File: src/rtl/vrf_wb_if.sv
// Writeback bundle between the ALU/load producers, the arbiter and the
// vector register file write port.
interface vrf_wb_if #(
  parameter int unsigned DATA_W = 128,
  parameter int unsigned ADDR_W = 5
);
  logic              alu_valid;
  logic [ADDR_W-1:0] alu_rd;
  logic [DATA_W-1:0] alu_data;
  logic              alu_stall;
  logic              mem_valid;
  logic [ADDR_W-1:0] mem_rd;
  logic [DATA_W-1:0] mem_data;
  logic              mem_ready;
  logic              we3;
  logic [ADDR_W-1:0] a3;
  logic [DATA_W-1:0] wd3;
  logic              load_pending;

  modport master (
    output alu_valid, alu_rd, alu_data, mem_valid, mem_rd, mem_data,
    input  alu_stall, mem_ready, we3, a3, wd3, load_pending
  );

  modport slave (
    input  alu_valid, alu_rd, alu_data, mem_valid, mem_rd, mem_data,
    output alu_stall, mem_ready, we3, a3, wd3, load_pending
  );
endinterface

File: src/rtl/vrf_writeback_arbiter.sv
// Merges ALU results and buffered load returns onto the single VRF write port,
// with a starvation counter that forces loads and a one-entry ALU skid.
module vrf_writeback_arbiter #(
  parameter int unsigned DATA_W     = 128,
  parameter int unsigned ADDR_W     = 5,
  parameter int unsigned FIFO_DEPTH = 4,
  parameter int unsigned MAX_WAIT   = 3
) (
  input logic     clk,
  input logic     rst_n,
  vrf_wb_if.slave wb
);
  localparam int unsigned PTR_W  = $clog2(FIFO_DEPTH);
  localparam int unsigned CNT_W  = $clog2(FIFO_DEPTH + 1);
  localparam int unsigned WAIT_W = $clog2(MAX_WAIT + 1);

  typedef enum logic {ARB_PASS, ARB_HOLD} arb_state_t;

  arb_state_t        state, state_nxt;
  logic [ADDR_W-1:0] fifo_rd   [FIFO_DEPTH];
  logic [DATA_W-1:0] fifo_data [FIFO_DEPTH];
  logic [PTR_W-1:0]  wptr, rptr;
  logic [CNT_W-1:0]  count;
  logic [WAIT_W-1:0] wait_cnt, wait_nxt;
  logic [ADDR_W-1:0] skid_rd;
  logic [DATA_W-1:0] skid_data;
  logic              full, empty, push, pop, forced, skid_load, wr_en;
  logic [ADDR_W-1:0] wr_rd;
  logic [DATA_W-1:0] wr_data;

  assign full   = (count == CNT_W'(FIFO_DEPTH));
  assign empty  = (count == '0);
  // Ready is gated by reset so the producer sees back-pressure immediately.
  assign wb.mem_ready    = rst_n & ~full;
  assign push            = wb.mem_valid & wb.mem_ready;
  assign forced          = (wait_cnt == WAIT_W'(MAX_WAIT)) & ~empty;
  assign wb.alu_stall    = (state == ARB_HOLD);
  assign wb.load_pending = ~empty;

  always_comb begin
    state_nxt = state;
    pop       = 1'b0;
    skid_load = 1'b0;
    wr_en     = 1'b0;
    wr_rd     = fifo_rd[rptr];
    wr_data   = fifo_data[rptr];
    if (forced) begin
      pop   = 1'b1;
      wr_en = 1'b1;
      if (state == ARB_PASS && wb.alu_valid) begin
        skid_load = 1'b1;
        state_nxt = ARB_HOLD;
      end
    end else if (state == ARB_HOLD) begin
      // Live ALU inputs are ignored while the displaced result drains.
      wr_en     = 1'b1;
      wr_rd     = skid_rd;
      wr_data   = skid_data;
      state_nxt = ARB_PASS;
    end else if (wb.alu_valid) begin
      wr_en   = 1'b1;
      wr_rd   = wb.alu_rd;
      wr_data = wb.alu_data;
    end else if (!empty) begin
      pop   = 1'b1;
      wr_en = 1'b1;
    end
  end

  always_comb begin
    wait_nxt = '0;
    if (!empty && !pop) begin
      wait_nxt = (wait_cnt == WAIT_W'(MAX_WAIT)) ? wait_cnt : wait_cnt + WAIT_W'(1);
    end
  end

  always_ff @(posedge clk or negedge rst_n) begin
    if (!rst_n) begin
      state    <= ARB_PASS;
      wait_cnt <= '0;
      wptr     <= '0;
      rptr     <= '0;
      count    <= '0;
      wb.we3   <= 1'b0;
      wb.a3    <= '0;
      wb.wd3   <= '0;
    end else begin
      state    <= state_nxt;
      wait_cnt <= wait_nxt;
      if (push) wptr <= wptr + PTR_W'(1);
      if (pop)  rptr <= rptr + PTR_W'(1);
      if (push && !pop)      count <= count + CNT_W'(1);
      else if (pop && !push) count <= count - CNT_W'(1);
      wb.we3 <= wr_en;
      if (wr_en) begin
        wb.a3  <= wr_rd;
        wb.wd3 <= wr_data;
      end
    end
  end

  always_ff @(posedge clk) begin
    if (push) begin
      fifo_rd[wptr]   <= wb.mem_rd;
      fifo_data[wptr] <= wb.mem_data;
    end
    if (skid_load) begin
      skid_rd   <= wb.alu_rd;
      skid_data <= wb.alu_data;
    end
  end
endmodule

File: src/flat_wrapper.sv
// flat-port wrapper written by rule: the top's interface ports become plain ports
module vrf_writeback_arbiter_flat 
#(
  parameter int unsigned DATA_W     = 128,
  parameter int unsigned ADDR_W     = 5,
  parameter int unsigned FIFO_DEPTH = 4,
  parameter int unsigned MAX_WAIT   = 3
)
  (clk, rst_n, wb_alu_valid, wb_alu_rd, wb_alu_data, wb_mem_valid, wb_mem_rd, wb_mem_data, wb_alu_stall, wb_mem_ready, wb_we3, wb_a3, wb_wd3, wb_load_pending);
  vrf_wb_if #(.DATA_W(DATA_W), .ADDR_W(ADDR_W)) wb_i ();
  input logic clk;
  input logic rst_n;
  input wire logic [$bits(wb_i.alu_valid)-1:0] wb_alu_valid;
  input wire logic [$bits(wb_i.alu_rd)-1:0] wb_alu_rd;
  input wire logic [$bits(wb_i.alu_data)-1:0] wb_alu_data;
  input wire logic [$bits(wb_i.mem_valid)-1:0] wb_mem_valid;
  input wire logic [$bits(wb_i.mem_rd)-1:0] wb_mem_rd;
  input wire logic [$bits(wb_i.mem_data)-1:0] wb_mem_data;
  output wire logic [$bits(wb_i.alu_stall)-1:0] wb_alu_stall;
  output wire logic [$bits(wb_i.mem_ready)-1:0] wb_mem_ready;
  output wire logic [$bits(wb_i.we3)-1:0] wb_we3;
  output wire logic [$bits(wb_i.a3)-1:0] wb_a3;
  output wire logic [$bits(wb_i.wd3)-1:0] wb_wd3;
  output wire logic [$bits(wb_i.load_pending)-1:0] wb_load_pending;
  assign wb_i.alu_valid = wb_alu_valid;
  assign wb_i.alu_rd = wb_alu_rd;
  assign wb_i.alu_data = wb_alu_data;
  assign wb_i.mem_valid = wb_mem_valid;
  assign wb_i.mem_rd = wb_mem_rd;
  assign wb_i.mem_data = wb_mem_data;
  assign wb_alu_stall = wb_i.alu_stall;
  assign wb_mem_ready = wb_i.mem_ready;
  assign wb_we3 = wb_i.we3;
  assign wb_a3 = wb_i.a3;
  assign wb_wd3 = wb_i.wd3;
  assign wb_load_pending = wb_i.load_pending;
  vrf_writeback_arbiter #(.DATA_W(DATA_W), .ADDR_W(ADDR_W), .FIFO_DEPTH(FIFO_DEPTH), .MAX_WAIT(MAX_WAIT)) u_core (.clk(clk), .rst_n(rst_n), .wb(wb_i));
endmodule
File: config.mk
export PLATFORM = sky130hd
export DESIGN_NAME = vrf_writeback_arbiter_flat
export DESIGN_NICKNAME = d
export VERILOG_FILES = /design/src/rtl/vrf_wb_if.sv /design/src/rtl/vrf_writeback_arbiter.sv /design/src/flat_wrapper.sv
export SDC_FILE = /design/constraint.sdc
export NUM_CORES = 1
export LEC_CHECK = 0
export ABC_AREA = 1
export CAP_MARGIN = 10
export CORE_MARGIN = 2
export CORE_UTILIZATION = 36
export DETAILED_ROUTE_END_ITERATION = 10
export GPL_ROUTABILITY_DRIVEN = 1
export PLACE_DENSITY = 0.62
export RECOVER_POWER = 50
export SKIP_LAST_GASP = 1
export SLEW_MARGIN = 30
export SYNTH_ARGS = -nofsm -noshare
export SYNTH_HDL_FRONTEND = slang
export SYNTH_SLANG_ARGS = --single-unit
File: constraint.sdc
create_clock -name clk -period 11.36 [get_ports clk]
set_input_delay 2.272 -clock clk [delete_from_list [all_inputs] [get_ports clk]]
set_output_delay 2.272 -clock clk [all_outputs]
set_load 0.02 [all_outputs]
==> parameters.txt <==
Parameter                              Value

Run status
  Outcome ... finished, violations left
  Violated checks ... max-capacitance violations, max-slew violations

Clocking
  TritonCTS clock tree ... done
  H-tree depth ... 3
  Buffer cell driving the clock tree root ... sky130_fd_sc_hd__clkbuf_16
  Number of clock buffers inserted by TritonCTS ... 90
  Clk sinks ... approximately 810
  Clock-pin slew reported for the worst setup and hold paths after clock tree synthesis ... ~50 ps
  Number of buffers inserted to repair setup after CTS ... 0
  Max Buffers Root-to-Sink ... 3
  Clock Latency Late Sink ... between 600 and 700 ps
  Resize count post-CTS ... 0
  CTS Hold Bufs ... 0

STA
  Achievable clock frequency ... 128 MHz
  Relative max-transition margin ... -123%
  Sum Neg Setup Slack ... 0 ps
  Worst Clk Skew ... approximately 15 ps
  Count of endpoints failing setup in the final report ... 0
  Slew at the pin closest to its max-slew limit ... about 3400 ps
  Min Tclk post-route ... between 7000 and 8000 ps
  Final worst-path setup slack ... roughly 3600 ps
  Hold slack final ... between 400 and 500 ps
  Count of pins over their slew limit ... roughly 240
  Final critical-path share of the clock period ... about two thirds
  RSZ-0062 raised after global routing ... no
  Count of endpoints failing hold in the final timing report ... 0

Place
  Estimated wirelength of the detail-placed design ... 55.9 mm
  Total of buffers placed on input and output ports ... between 400 and 500
  RD Place Congestion ... 0.757
  Pre-CTS worst setup slack ... between 5000 and 6000 ps

Global routing
  Via count of the first global-routing pass ... between 20k and 25k
  GRT met2 Usage ... between 30% and 40%
  Wire length of the first global-routing pass ... roughly 140 mm
  Number of antenna violations at the first check in global routing ... 61
  GRT Residual Overflow ... 0
  GRT Resource Usage Total ... a little under a fifth
  Busiest layer in global routing ... met2
  Largest net degree at the start of global routing ... 105
  Routing usage on met1 ... a little under a quarter
  GR Util met3 ... 3.64%

Worst setup path
  Startpoint type of the worst setup path ... primary input
  Register-to-register setup slack ... slightly below 7000 ps
  Critical path arrival ... 5530 ps
  Launch point of the worst reg-to-reg path ... u_core.wb.alu_stall
  Req. time, crit path ... approximately 9100 ps
  Register-to-Register Path Depth ... 5
  CP Launch Point ... rst_n
  Endpoint of the most critical setup path ... wb_mem_ready
  Critical path peak fanout ... between 40 and 50
  Capturing point of the worst reg2reg path ... u_core.skid_data[124]
  Endpoint class of the critical path ... output port
  Category of the most critical setup path ... in2out

Logic synthesis
  Area share of the leading cell type in the synthesized netlist ... 57.8%
  Largest cells by area after synthesis ... sky130_fd_sc_hd__edfxtp_1 (58%), sky130_fd_sc_hd__nand2_1 (12%), sky130_fd_sc_hd__dfrtp_1 (10%)
  Number of standard cells after synthesis ... 3445
  Largest area contributor in the netlist ... sky130_fd_sc_hd__edfxtp_1
  Net count after synthesis ... between 3k and 4k
  Syn Area/Cell ... 10.0 sq um
  Number of unique standard cell types used by synthesis ... 24
  Post-synthesis sequential element count ... a little over 800
  Seq/Total Area, Yosys ... around 70%
  Cell Area, Synth ... approximately 35000 sq um
  Yosys warning count ... 0

Drt
  Number of design-rule violations left by the first detailed-router iteration ... roughly 1.9k
  Via count normalized by instance count ... roughly 4.7
  Post-Route WL ... a little over 90 mm
  Post-route ant nets ... 0
  DRC violations left ... 0
  Wire length per cell ... ~18 um
  Number of iterations in the first detailed-routing pass ... 7
  Total number of vias ... ~24k

Cells and area
  Leading cell type in the layout, fill and taps excluded ... sky130_fd_sc_hd__nand2_1
  Proportion of layout cells with a drive suffix above 1 ... 4.50%
  Number of nets in the layout ... between 4k and 5k
  Core Util, Final ... ~45%
  Commonest cells after routing, fill and taps aside ... sky130_fd_sc_hd__nand2_1 (1070), sky130_fd_sc_hd__edfxtp_1 (665), sky130_fd_sc_hd__inv_1 (542), sky130_fd_sc_hd__nand3_1 (399)
  Area Overhead vs Synth ... 23.2%

Power
  IR drop worst, VDD ... 0.000155 V
  Total power divided by cell area ... 232 nW/um^2
  Leakage power ... roughly 18 nW

Die
  Area of the die ... between 90000 and 100000 sq um
  Y dimension of the die ... 314 um
  Initial core utilization ... 36.4%
  I/O pin count ... slightly above 400
  X dimension of the die ... roughly 310 um
  Core box area ... roughly 95000 sq um
  Row count ... roughly 110

Worst hold path
  Path class of the lowest-slack min-delay path ... reg2reg
  Worst hold stages ... 1
  Hold path startpoint ... u_core.wait_cnt[0]

Job
  Max capacitance violation total ... 5
cell families (layout without fill, tap and decap cells):
| group | after synthesis | in the layout | synth area share, % |
|---|---|---|---|
| other | 0 | 28 | 0 |
| multiplexers | 1 | 1 | 0.0326 |
| AO/OA/AOI/OAI | 269 | 269 | 3.90 |
| AND/OR/NAND/NOR | 1619 | 1619 | 19.1 |
| XOR/XNOR | 5 | 5 | 0.127 |
| flip-flops | 809 | 809 | 68.2 |
| adder cells (fa/ha/maj) | 7 | 7 | 0.275 |
| buffers and inverters | 735 | 1155 | 8.35 |
registers in the layout (all words and copies together) (netlist names):
name / cells
u_core.skid_data: 128
u_core.wb.we3: 1
u_core.wait_cnt: 2
u_core.wptr: 2
u_core.count: 3
u_core.rptr: 2
u_core.wb.wd3: 128
u_core.skid_rd: 5
u_core.wb.a3: 5
u_core.wb.alu_stall: 1
u_core.fifo_rd: 20
u_core.fifo_data: 512
worst min-delay path by stage:
stage | endpoint | slack (ps)
finish | u_core.wait_cnt[0] | 440
global route | u_core.wait_cnt[0] | 450
CTS | u_core.wait_cnt[0] | 430
detailed placement | u_core.wait_cnt[0] | 430
global placement | u_core.wait_cnt[0] | 420
floorplan | u_core.wait_cnt[0] | 410
cell type report:
type | count | area, sq um
fillers | 8808 | 52400
multi-input cells | 1901 | 8160
inverters | 547 | 2070
well taps | 1265 | 1580
flip-flops and latches | 809 | 23600
clock buffers | 140 | 2580
repair buffers | 442 | 4360
clock inverters | 26 | 195
diodes | 28 | 70.1
power breakdown:
group,switching (W),internal (W)
Combinational,0.00203,0.00110
Clock,0.00114,0.00160
Sequential,0.000269,0.00373
Total,0.00345,0.00643
cells in the mapped netlist, drive strengths merged:
master	count
a21boi	1
a21oi	266
buf	112
clkbuf	76
dfrtp	144
edfxtp	665
fa	1
ha	6
inv	547
mux2	1
nand2	1073
nand3	399
nor2	147
o21ai	2
xnor2	1
xor2	4
through the flow:
stage / cell area [sq um] / total power [W] / cells
5_1_grt: 42600 / 0.0104 / 5150
3_3_place_gp: 39700 / 0.00720 / 4962
4_1_cts: 42500 / 0.0100 / 5128
3_5_place_dp: 39700 / 0.00724 / 4962
2_1_floorplan: 34600 / 0.00593 / 3445
6_report: 42600 / 0.00988 / 5158
metal layers:
layer | vias to the layer above | share of wire [%]
met2 | 647 | 49
met4 | 26 | 3.1
met5 | - | 0.18
met3 | 211 | 5.4
li1 | 11800 | -
met1 | 11600 | 42
critical path, cell delays in order:
cell and delay, ps:
sky130_fd_sc_hd__clkbuf_1 2100, sky130_fd_sc_hd__a21boi_0 430, sky130_fd_sc_hd__clkdlybuf4s50_1 670
Note: power is estimated with default switching activity, not from simulation.
